File: config.mk
export PLATFORM = sky130hd
export DESIGN_NAME = param_seq_rotator
export DESIGN_NICKNAME = d
export VERILOG_FILES = /design/src/rtl/param_seq_rotator.sv
export SDC_FILE = /design/constraint.sdc
export NUM_CORES = 1
export LEC_CHECK = 0
export CORE_ASPECT_RATIO = 1.75
export CORE_MARGIN = 2
export CORE_UTILIZATION = 43
export CTS_CLUSTER_DIAMETER = 150
export DETAILED_ROUTE_END_ITERATION = 10
export GPL_ROUTABILITY_DRIVEN = 1
export PLACE_DENSITY = 0.77
export SLEW_MARGIN = 20
export SYNTH_ARGS = -nofsm -noshare
export SYNTH_HDL_FRONTEND = slang
export SYNTH_SLANG_ARGS = --single-unit
File: constraint.sdc
create_clock -name clk -period 2.5 [get_ports clk]
set_input_delay 0.375 -clock clk [delete_from_list [all_inputs] [get_ports clk]]
set_output_delay 0.375 -clock clk [all_outputs]
set_load 0.01 [all_outputs]
File: src/rtl/param_seq_rotator.sv
// N-bit rotate/shift register executing valid/ready commands up to STEP positions per cycle.
// Optional abort input enabled by defining PARAM_SEQ_ROTATOR_ABORT_EN.
module param_seq_rotator #(
    parameter  int N    = 69,
    parameter  int STEP = 1,
    localparam int AW   = $clog2(N + 1)
) (
    input  logic          clk,
    input  logic          rst,
`ifdef PARAM_SEQ_ROTATOR_ABORT_EN
    input  logic          abort,
`endif
    input  logic          cmd_valid,
    output logic          cmd_ready,
    input  logic [2:0]    cmd_op,
    input  logic [AW-1:0] cmd_amt,
    input  logic [N-1:0]  cmd_data,
    input  logic          serial_in,
    output logic [N-1:0]  data_out,
    output logic          serial_out,
    output logic          busy,
    output logic          done
);

    localparam logic [0:0] S_IDLE = 1'b0;
    localparam logic [0:0] S_RUN  = 1'b1;

    localparam logic [2:0] OP_NOP   = 3'd0;
    localparam logic [2:0] OP_ROL   = 3'd1;
    localparam logic [2:0] OP_ROR   = 3'd2;
    localparam logic [2:0] OP_SHL   = 3'd3;
    localparam logic [2:0] OP_SHR   = 3'd4;
    localparam logic [2:0] OP_SAR   = 3'd5;
    localparam logic [2:0] OP_LOAD  = 3'd6;
    localparam logic [2:0] OP_CLEAR = 3'd7;

    logic [0:0]    state_q, state_d;
    logic [N-1:0]  reg_q, reg_d;
    logic [AW-1:0] rem_q, rem_d;
    logic [2:0]    op_q, op_d;
    logic          so_q, so_d;
    logic          done_q, done_d;

    logic [AW-1:0] k_step;
    logic [AW-1:0] sat_amt;
    logic [N-1:0]  lmask, hmask;
    logic [N-1:0]  rol_v, ror_v, shl_v, shr_v, sar_v;
    logic [N-1:0]  fill_v, sign_v;
    logic          abort_hit;

`ifdef PARAM_SEQ_ROTATOR_ABORT_EN
    assign abort_hit = abort;
`else
    assign abort_hit = 1'b0;
`endif

    // All k-step candidates are formed in parallel; the op selects one.
    always_comb begin
        k_step  = (rem_q < AW'(STEP)) ? rem_q : AW'(STEP);
        sat_amt = (cmd_amt > AW'(N)) ? AW'(N) : cmd_amt;
        lmask   = ~({N{1'b1}} << k_step);
        hmask   = ~({N{1'b1}} >> k_step);
        fill_v  = {N{serial_in}};
        sign_v  = {N{reg_q[N-1]}};
        rol_v   = (reg_q << k_step) | (reg_q >> (AW'(N) - k_step));
        ror_v   = (reg_q >> k_step) | (reg_q << (AW'(N) - k_step));
        shl_v   = (reg_q << k_step) | (fill_v & lmask);
        shr_v   = (reg_q >> k_step) | (fill_v & hmask);
        sar_v   = (reg_q >> k_step) | (sign_v & hmask);
    end

    always_comb begin
        state_d = state_q;
        reg_d   = reg_q;
        rem_d   = rem_q;
        op_d    = op_q;
        so_d    = so_q;
        done_d  = 1'b0;
        case (state_q)
            S_IDLE: begin
                if (cmd_valid) begin
                    case (cmd_op)
                        OP_NOP:   done_d = 1'b1;
                        OP_LOAD: begin
                            reg_d  = cmd_data;
                            done_d = 1'b1;
                        end
                        OP_CLEAR: begin
                            reg_d  = '0;
                            done_d = 1'b1;
                        end
                        default: begin
                            op_d  = cmd_op;
                            rem_d = sat_amt;
                            if (sat_amt == '0) begin
                                done_d = 1'b1;
                            end else begin
                                state_d = S_RUN;
                            end
                        end
                    endcase
                end
            end
            default: begin
                if (abort_hit) begin
                    state_d = S_IDLE;
                    rem_d   = '0;
                end else begin
                    // Left ops eject old[N-k] which lands in rol_v[0];
                    // right ops eject old[k-1] which lands in ror_v[N-1].
                    case (op_q)
                        OP_ROL: begin
                            reg_d = rol_v;
                            so_d  = rol_v[0];
                        end
                        OP_ROR: begin
                            reg_d = ror_v;
                            so_d  = ror_v[N-1];
                        end
                        OP_SHL: begin
                            reg_d = shl_v;
                            so_d  = rol_v[0];
                        end
                        OP_SHR: begin
                            reg_d = shr_v;
                            so_d  = ror_v[N-1];
                        end
                        OP_SAR: begin
                            reg_d = sar_v;
                            so_d  = ror_v[N-1];
                        end
                        default: ;
                    endcase
                    rem_d = rem_q - k_step;
                    if (rem_q == k_step) begin
                        state_d = S_IDLE;
                        done_d  = 1'b1;
                    end
                end
            end
        endcase
    end

    always_ff @(posedge clk) begin
        if (!rst) begin
            state_q <= S_IDLE;
            reg_q   <= '0;
            rem_q   <= '0;
            op_q    <= OP_NOP;
            so_q    <= 1'b0;
            done_q  <= 1'b0;
        end else begin
            state_q <= state_d;
            reg_q   <= reg_d;
            rem_q   <= rem_d;
            op_q    <= op_d;
            so_q    <= so_d;
            done_q  <= done_d;
        end
    end

    assign cmd_ready  = (state_q == S_IDLE);
    assign busy       = (state_q == S_RUN);
    assign done       = done_q;
    assign data_out   = reg_q;
    assign serial_out = so_q;

endmodule

==> metrics.yaml <==
detailed_routing:
  via_per_inst: 6.71
  ant_nets: 0
  routed_wl_um: 20400
  post_drt_wl_per_cell_um: 21.1
  drc_errors: 0
  drt_iter0_markers: 764
  num_vias: 6478
  dr.pass1.iters: 5
grt:
  grt-ovfl-total: 0
  grt_pass1_vias: 6378
  track_usage_pct: 31.1
  grt_start_max_net_pins: 62
  antenna_found_initial: 0
  grt_pass1_wl_um: 32000
critical_path:
  arrival_ns: 2.56
  critical_path_peak_fanout: 5
  end_kind: "flop"
  critPathLaunchType: "flop"
  critical_path_required_ns: 2.73
  worstSetupPathType: "reg -> reg"
synthesis:
  yosysSeqAreaShare_pct: 31.8
  yosysWarningCount: 0
  syn-cell-area_mm2: 0.00517
  synthCells: 689
  synth_area_per_cell_um2: 7.50
  synth_edf_count: 0
  ys_types: 57
  ys_seq_elements: 82
  synthArstFlopShare_pct: 0
  ys.flop_type: "dfxtp_1"
floorplan:
  die_y_um: 149
  die_x_um: 86.9
  design.core.area_mm2: 0.0119
  num_rows: 53
  initial_core_util_pct: 43.5
  die_area_mm2: 0.0129
  num_io_pins: 156
sta:
  relSlewSlack_pct: 54.3
  tightestPinTransition_ns: 0.686
  setup_violations: 0
  drv_slew: 0
  skew_ns: 0.00849
  tns_ns: 0
  rsz0062_at_grt: "no"
  fin_crit_ns: 2.32
  fmax_mhz: 430
  fin_crit_sh_pct: 93.0
  hold_viol_final: 0
outcome:
  status: "complete, no violations"
final_layout:
  final_nets: 914
  finish.instance_area_mm2: 0.00739
  final_common_cell: "clkdlybuf4s50_1"
  area_growth_pct: 43.1
  antenna_cells: 0
  layout_common_cells: "clkdlybuf4s50_1 (154), a21oi_1 (87), dfxtp_1 (81)"
  drive_gt1_share_pct: 8.20
  fin_cells: 966
placement:
  place.gp.congestion: 1.04
  io_buffers: 155
  dp.cells: 950
  placed_area_mm2: 0.00703
  dpl.hpwl_um: 14200
min_path:
  hp-class: "reg -> reg"
cts:
  tritoncts: "done"
  clk_latency_ns: 0.34
  cts_buffer_depth: 2
  cts_setup_buffers: 0
  hold_buffers: 0
  htreeDepth: 3
  root_buffer: "clkbuf_16"
  path_clk_slew_ns: 0.07
  cts_num_sinks: 82
  numCtsBuffers: 9
pwr:
  peakVddDrop_mv: 0.380
  p_leak_nw: 2.72
  p_per_area_mw_per_mm2: 737
flow_run:
  drv_cap: 0
-- logic make-up (layout without fill, tap and decap cells) --
kind of cell             after synthesis  after routing  synth area share, %
AO/OA/AOI/OAI                        350            350                 43.6
flip-flops                            82             82                 31.8
XOR/XNOR                               1              1                0.170
buffers and inverters                 85            221                 6.61
multiplexers                           9              9                 1.77
other                                  2              6                0.145
AND/OR/NAND/NOR                      153            153                 14.2
adder cells (fa/ha/maj)                7              7                 1.69
-- metal layers --
| metal | wire (um) | vias up | GRT usage, % |
|---|---|---|---|
| li1 | - | 2954 | - |
| met4 | 1320 | 0 | 20.4 |
| met3 | 1530 | 92 | 6.25 |
| met5 | 0 | - | 0 |
| met2 | 10200 | 398 | 52.5 |
| met1 | 7310 | 3034 | 34.7 |
-- sequential cells by signal, summed over array words and instances (netlist names) --
signal / cells
rem_q: 7
data_out: 69
serial_out: 1
busy: 1
op_q: 3
done: 1
-- per-stage QoR --
step | util [%] | setup WS (ns) | hold slack, ns | total power, mW
6_report | 62.3 | 0.176 | 0.545 | 5.45
3_3_place_gp | 59.3 | 0.166 | 0.520 | 3.78
2_1_floorplan | - | 0.0442 | 0.510 | 2.93
5_1_grt | 62.3 | 0.0173 | 0.544 | 5.72
4_1_cts | 62.2 | 0.0441 | 0.536 | 5.41
3_5_place_dp | 59.3 | 0.0753 | 0.530 | 3.82
-- worst max-delay path: stages (launching register included) --
cell	delay, ns
dfxtp_1	0.46
or4_1	0.18
nor2_1	0.06
nor2_1	0.13
inv_1	0.08
ha_1	0.20
nor3b_2	0.25
nand2_1	0.14
or3_1	0.34
and3_1	0.19
o21a_1	0.18
-- final cells by class --
class,instances,area [um2]
Inverter,10,37.5
Multi-Input combinational cell,526,3280
Sequential cell,82,1640
Tap cell,137,171
Timing Repair Buffer,195,1910
Clock buffer,11,243
Clock inverter,5,110
Fill cell,1030,4480
-- where the power goes --
group | switching, mW | internal [mW] | total, mW
logic | 1.28 | 0.976 | 2.25
clock network | 0.570 | 1.01 | 1.58
registers | 0.166 | 1.45 | 1.61
-- synth_stat cells (7+ instances only) --
cell type / instances / share of area (%)
a21oi_1: 88 / 8.5
dfxtp_1: 82 / 32
nor2_1: 68 / 4.9
o21ai_0: 66 / 6.4
a221oi_1: 61 / 10
o22ai_1: 55 / 6.7
clkbuf_1: 54 / 3.9
nand2_1: 19 / 1.4
nand3_1: 19 / 1.8
o21ai_1: 19 / 1.8
buf_2: 12 / 1.2
and3_1: 10 / 1.2
a31oi_1: 8 / 0.97
buf_1: 8 / 0.58
inv_1: 8 / 0.58
mux2i_1: 8 / 1.5
o211ai_1: 8 / 1.2
a22oi_1: 7 / 1.0
ha_1: 7 / 1.7
-- repair_timing --
action | in CTS | in global routing
endpoints found under the hold margin | 0 | 0
resized for setup | 0 | 1
endpoints found under the setup margin | 0 | 1
-- worst paths after layout --
path	from	to	slack, ns	cells after the start
setup / recovery	rem_q[2]$_SDFFE_PN0P_	rem_q[6]$_SDFFE_PN0P_	0.18	10
hold / removal	data_out[38]$_SDFFE_PN0P_	data_out[38]$_SDFFE_PN0P_	0.54	2
setup reg to reg	rem_q[2]$_SDFFE_PN0P_	rem_q[6]$_SDFFE_PN0P_	0.18	10
hold reg to reg	data_out[38]$_SDFFE_PN0P_	data_out[38]$_SDFFE_PN0P_	0.54	2
Power figures use the tool's default switching activity.
